## src/rtl/conditional_relay_pipe.sv

```systemverilog
// conditional_relay_pipe: multi-lane, tag-tracked delay line.
// The pipe shifts only when a new entry is accepted or a flush is requested.
//
// Ports:
//   clk        rising-edge clock
//   rst        synchronous active-high reset (dominates valid/flush)
//   in         LANES*WIDTH input word, lane l at [l*WIDTH +: WIDTH]
//   valid      new entry this cycle, always accepted
//   lane_en    per-lane data mask for the entry written on valid
//   flush      advance one stage, inserting a bubble when valid=0
//   out        data of the last stage, all lanes
//   out_valid  tag of the last stage
//   out_fresh  pulse: last advance moved a tagged entry into the last stage
//   occupancy  number of tagged stages
module conditional_relay_pipe #(
    parameter int CYCLE = 1,
    parameter int WIDTH = 11,
    parameter int LANES = 1
) (
    input  logic                       clk,
    input  logic                       rst,
    input  logic [LANES*WIDTH-1:0]     in,
    input  logic                       valid,
    input  logic [LANES-1:0]           lane_en,
    input  logic                       flush,
    output logic [LANES*WIDTH-1:0]     out,
    output logic                       out_valid,
    output logic                       out_fresh,
    output logic [$clog2(CYCLE+1)-1:0] occupancy
);

    localparam int DW = LANES * WIDTH;
    localparam int OW = $clog2(CYCLE + 1);

    logic [DW-1:0]    r_data [CYCLE];
    logic [CYCLE-1:0] r_tag;
    logic             r_fresh;
    logic [OW-1:0]    r_occ;

    logic             w_adv;
    logic [DW-1:0]    w_in_masked;
    logic             w_fresh_src;
    logic [OW-1:0]    w_occ_next;

    assign w_adv = valid | flush;

    // Disabled lanes, and every lane of a bubble, enter as zero.
    always_comb begin
        w_in_masked = '0;
        for (int l = 0; l < LANES; l++) begin
            if (valid && lane_en[l]) begin
                w_in_masked[l*WIDTH +: WIDTH] = in[l*WIDTH +: WIDTH];
            end
        end
    end

    // Tag that will land in the last stage on this advance.
    generate
        if (CYCLE == 1) begin : g_fresh_single
            assign w_fresh_src = valid;
        end else begin : g_fresh_multi
            assign w_fresh_src = r_tag[CYCLE-2];
        end
    endgenerate

    // A full pipe with valid=1 adds one and drops one, so no overflow.
    assign w_occ_next = r_occ + OW'(valid) - OW'(r_tag[CYCLE-1]);

    always_ff @(posedge clk) begin
        if (rst) begin
            for (int i = 0; i < CYCLE; i++) begin
                r_data[i] <= '0;
            end
            r_tag   <= '0;
            r_fresh <= 1'b0;
            r_occ   <= '0;
        end else begin
            r_fresh <= w_adv & w_fresh_src;
            if (w_adv) begin
                r_data[0] <= w_in_masked;
                for (int i = 1; i < CYCLE; i++) begin
                    r_data[i] <= r_data[i-1];
                end
                r_tag <= (r_tag << 1) | CYCLE'(valid);
                r_occ <= w_occ_next;
            end
        end
    end

    assign out       = r_data[CYCLE-1];
    assign out_valid = r_tag[CYCLE-1];
    assign out_fresh = r_fresh;
    assign occupancy = r_occ;

endmodule

```

## config.mk

```make
export PLATFORM = sky130hd
export DESIGN_NAME = conditional_relay_pipe
export DESIGN_NICKNAME = d
export VERILOG_FILES = /design/src/rtl/conditional_relay_pipe.sv
export SDC_FILE = /design/constraint.sdc
export NUM_CORES = 1
export LEC_CHECK = 0
export ABC_AREA = 0
export BUFFER_PORTS_ARGS = -buffer_cell sky130_fd_sc_hd__buf_2
export CELL_PAD_IN_SITES_DETAIL_PLACEMENT = 2
export CELL_PAD_IN_SITES_GLOBAL_PLACEMENT = 2
export CORE_MARGIN = 2
export CORE_UTILIZATION = 25
export CTS_CLUSTER_DIAMETER = 40
export DETAILED_ROUTE_END_ITERATION = 7
export PLACE_DENSITY_LB_ADDON = 0.3
export SYNTH_ARGS = -nofsm -noshare
export SYNTH_HDL_FRONTEND = slang
export SYNTH_SLANG_ARGS = --single-unit
```

## constraint.sdc

```tcl
create_clock -name clk -period 1.37 [get_ports clk]
set_clock_uncertainty 0.15 [all_clocks]
set_input_delay 0.2055 -clock clk [delete_from_list [all_inputs] [get_ports clk]]
set_output_delay 0.2055 -clock clk [all_outputs]
set_load 0.05 [all_outputs]
```

* Yosys cells after proc, flatten, opt, wreduce, memory -nomap -nowiden
Memories as Yosys holds them, arrays and structs flattened.
Cells that the tools add are included.
** Operators by class
- $add $sub $neg :: 2
- Multipliers :: 0
- Divide/modulo/power cells :: 0
- $lt $le $gt $ge :: 0
- Equal/unequal tests :: 0
- Shift-type cells :: 0
- Muxes and demuxes :: 8
- Bitwise operators :: 2
- Reductions and logical operators :: 2
** Operator list (number)
- 2-to-1 mux 11 bit :: 2
- OR reduction 11 bit :: 1
- 2-to-1 mux 1 bit :: 6
- adder 1 bit :: 1
- bitwise AND 1 bit :: 1
- logical AND 1 bit :: 1
- bitwise OR 1 bit :: 1
- subtractor 1 bit :: 1
** Storage, ports and cells
- Register bits after elaboration :: 3
- Bits in latches :: 0
- Bits in writable memories :: 11
- Memory bits (read-only) :: 0
- Output and inout port bits :: 14
- Word-level logic and storage cells :: 18
- Memories kept :: 1
** Memory list
- r_data :: depth 1, bits a word 11, rd ports 1, clocked after Yosys merged registers in 0, wr ports 1, line 35 : logic [DW-1:0] r_data [CYCLE];

* Logic depth before layout (Yosys ltp)
- Word-level depth :: 6
- Mapped depth :: 4
- Depth with buffers taken out :: 3

* Worst setup path before layout
No wires, ideal clock.
- Path kind :: register to register
- From :: register r_tag, in the netlist out_valid
- To :: register r_occ, in the netlist occupancy
- Library setup time :: 0.066 ns
- Data arrival time :: 1.078 ns
- Data required time :: 1.154 ns
- Setup slack :: 0.076 ns
- Stages on the path, launching flop included :: 4
- Buffers on the path :: 0
- Path through :: dfxtp_1 -> nand3b_1 -> a21o_1 -> a21oi_2
** Between the ends
- Word-level cells in the longest chain between the ends :: 1
** RTL lines
- start, declared :: line 36 : logic [CYCLE-1:0] r_tag;
- start signal, assigned :: line 84 : r_tag <= (r_tag << 1) | CYCLE'(valid);
- subtractor 1 bit :: line 67 : assign w_occ_next = r_occ + OW'(valid) - OW'(r_tag[CYCLE-1]);
- end signal, assigned :: line 85 : r_occ <= w_occ_next;
- end, declared :: line 38 : logic [OW-1:0] r_occ;
No other way between the ends.
A chain may end at the register's enable or synchronous reset.

* Worst setup path after layout
- From :: register r_tag, in the netlist out_valid
- To :: output out_valid
** RTL lines
- end, declared :: line 27 : output logic out_valid,
No word-level cell between the ends.

==> implementation parameters <==
Parameter                              Value

Synth
  Seq/Total Area, Yosys    around 73%
  Post-synthesis instance area    536.8 µm²
  EDFF count, synth    11
  Synthesized Nets    54
  Ranking of synthesized cells by instance count    sky130_fd_sc_hd__and2_1, sky130_fd_sc_hd__edfxtp_1, sky130_fd_sc_hd__dfxtp_1
  Share of async-settable or async-resettable flops after synthesis    0%
  Seq cells post-synth    14
  Count of yosys warnings during synthesis    0
  Number of distinct library cells after synthesis    16
  Share of the synthesized area in the top cell type    61.54%
  Library cell with the largest summed area after synthesis    sky130_fd_sc_hd__edfxtp_1
  Ys flop type    sky130_fd_sc_hd__edfxtp_1
  Gate Count Post-Synth    38
  Cell types occupying the most area after synthesis    sky130_fd_sc_hd__edfxtp_1, sky130_fd_sc_hd__and2_1, sky130_fd_sc_hd__dfxtp_1
  Average cell area after synthesis    14.13 µm²

Critical path
  Worst path required time    1.01 ns
  Worst path top cell family by delay    flip-flops
  Worst Setup SP    out_valid
  Worst reg-to-reg path cell count    3
  Worst-path cell chain    buf_2
  Crit-path max cell delay    around 0.38 ns
  Crit path DAT    about 0.94 ns
  Reg-to-reg slack, setup    0.36 ns
  Count of buffering cells on the critical path with inverters included    1
  Largest driver fanout on the critical path    4
  Setup CP Type    reg2out
  Launch instance of the worst register-to-register path    out_valid
  Highest-delay cell along the critical path    sky130_fd_sc_hd__dfxtp_1
  Critical Path Start Type    flop
  Type of destination of the critical path    output port
  R2R Path End    occupancy

Power and ir drop
  Proportion of power drawn by flip-flops and latches    a little over half
  Share of total power in combinational logic    roughly a fifth
  Total power density per cell area    roughly 1200 mW/mm²
  Total power    slightly above 900 µW
  Static leakage    0.3652 nW
  Fraction of power consumed by the clock network    between 20% and 30%
  Pint    645.2 µW
  Net load switching power    between 200 and 300 µW
  Largest vdd supply drop    0.5022 mV
  Switching Fraction    between 20% and 30%

Finish
  Non-Filler Cell Area, Final    between 700 and 800 µm²
  Fill cell instance count of the final layout    around 230
  Final Non-Filler Cells    roughly 100
  Net count reported at finish    slightly below 90
  Diodes inserted    0
  Fraction of final layout cells with drive strength greater than 1    between 50% and 60%
  Layout Area Growth over Synthesis    39.63%

Global routing
  Number of antenna violations at the first check in global routing    0
  Maximum number of pins on one net before global-route repair    12
  Total grt overflow    0
  Global-route wire length before repair    roughly 1.9 mm
  Vias in the first global route    ~420
  Global router's overall resource usage    10.40%

Routing
  Via count    401
  Met2 wire length    approximately 550 µm
  Detail-routed net length per standard cell    about 12 µm
  DRC    0
  Number of DRC markers in iteration 0    4
  Number of nets with antenna violations after detailed routing    0
  Wire length on met1    just under 500 µm
  Routed Wire Length    roughly 1.2 mm
  Detail-routed via count per cell    approximately 4.1
  Detailed-routing iteration count for the pre-antenna-repair pass    4
  Max layer used    met4
  Routed met3 length    approximately 130 µm

Timing
  Clock period minus worst slack    approximately 1.3 ns
  Normalized max-slew margin    ~70%
  RSZ-0062 raised after global routing    no
  Post-route clock period utilization    between 90% and 100%
  Fin Setup TNS    0 ns
  Slew at the pin closest to its max-slew limit    about 0.45 ns
  Count of final max-slew check failures    0
  Number of failing hold endpoints at the final stage    0
  Fmax    between 700 and 800 MHz
  Worst Setup Slack, final    0.07905 ns
  Number of setup violations in the final report    0

Floorplanning
  Starting density of the core    26.81%
  Row count    16
  Core Region    about 0.0020 mm²
  Total die area    0.002534 mm²
  Height of the die    50.34 µm
  Number of top-level pins    30
  Horiz. Die Dim    just over 50 µm

Clock network
  Clock transition at path regs    about 0.08 ns
  Buffer levels on the longest clock path    2
  Root Buffer    sky130_fd_sc_hd__clkbuf_4
  Quantity of gates resized following cts    0
  Number of buffers inserted by hold repair at cts    0
  Cts bufs inserted    3
  Clock latency on the worst-skew pair    ~0.28 ns
  Clock H-tree levels    1
  Number of buffers inserted to repair setup after CTS    0
  CTS sink cnt    14
  TritonCTS clock tree    built

Placement
  Post-DP Area    roughly 720 µm²
  Placed cell count    95
  Post-placement worst setup slack    -0.002714 ns
  Final RePlAce weighted congestion    around 0.65
  Total of buffers placed on input and output ports    29
  Detailed placement HPWL    about 950 µm

Run
  Count of max-cap constraint violations    0

Min path
  HP Start    in[10]
  Number of instances on the worst hold path    2
  Endpoint of the worst hold path    r_data[0][10]
  Hold crit path type    in2reg

Outcome
  Outcome    complete, no violations
[layout by cell type (no fill, tap or decap), drive strengths merged]
cell / netlist / routed
edfxtp: 11 / 11
nand3b: 1 / 1
nand2: 1 / 1
a21oi: 2 / 2
buf: 1 / 31
or3: 1 / 1
and2: 11 / 11
nand3: 1 / 1
nor2: 2 / 2
a21o: 1 / 1
clkbuf: 0 / 4
inv: 1 / 1
nor2b: 1 / 1
nand2b: 1 / 1
dfxtp: 3 / 3
[stage by stage]
step / util [%] / hold slack, ns
5_1_grt: 37.44 / 0.05453
6_report: 37.44 / 0.04801
3_3_place_gp: 36.13 / 0.3303
3_5_place_dp: 36.13 / 0.3364
2_1_floorplan: - / 0.1179
4_1_cts: 37.44 / 0.04476
[kinds of logic (layout without fill, tap and decap cells)]
logic type             after synthesis  after routing  synth area share (%)
buffers and inverters                2             36                 2.098
and+or+nand+nor                     19             19                 21.21
DFF                                 14             14                 72.73
AOI/OAI and AO/OA                    3              3                 3.963
[power by group through the flow]
stage / logic, mW / registers (mW) / clock network [mW]
after CTS: 0.181 / 0.493 / 0.247
after floorplan: 0.0260 / 0.598 / 0
after detailed placement: 0.181 / 0.503 / 0
final: 0.179 / 0.492 / 0.236
after global routing: 0.189 / 0.495 / 0.264
after global placement: 0.177 / 0.501 / 0
[how the worst max path moves through the flow]
stage,endpoint,cells after the start,slack [ns]
after floorplan,occupancy,3,0.08
after global placement,r_data[0][4],2,0.004
after detailed placement,r_data[0][4],2,-0.003
after CTS,out_valid,1,0.07
after global routing,out_valid,1,0.03
final,out_valid,1,0.08
[per-layer routing]
metal  global-route usage [%]  vias to the layer above
li1                         -                      197
met4                    6.757                        0
met2                    15.57                       22
met5                        0                        -
met3                    4.167                        2
met1                    12.26                      180
[final cells by class]
cell class	count	area [µm²]	share of cell area, %
flip-flops and latches	14	390.4	52.09
repair buffers	31	160.2	21.37
multi-input cells	22	135.1	18.03
well taps	27	33.78	4.508
clock buffers	4	26.28	3.506
inverters	1	3.754	0.5008
[sequential cells by signal, summed over array words and instances (netlist names)]
register / flops
out_valid: 1
out_fresh: 1
occupancy: 1
r_data: 11
Power figures use the tool's default switching activity.
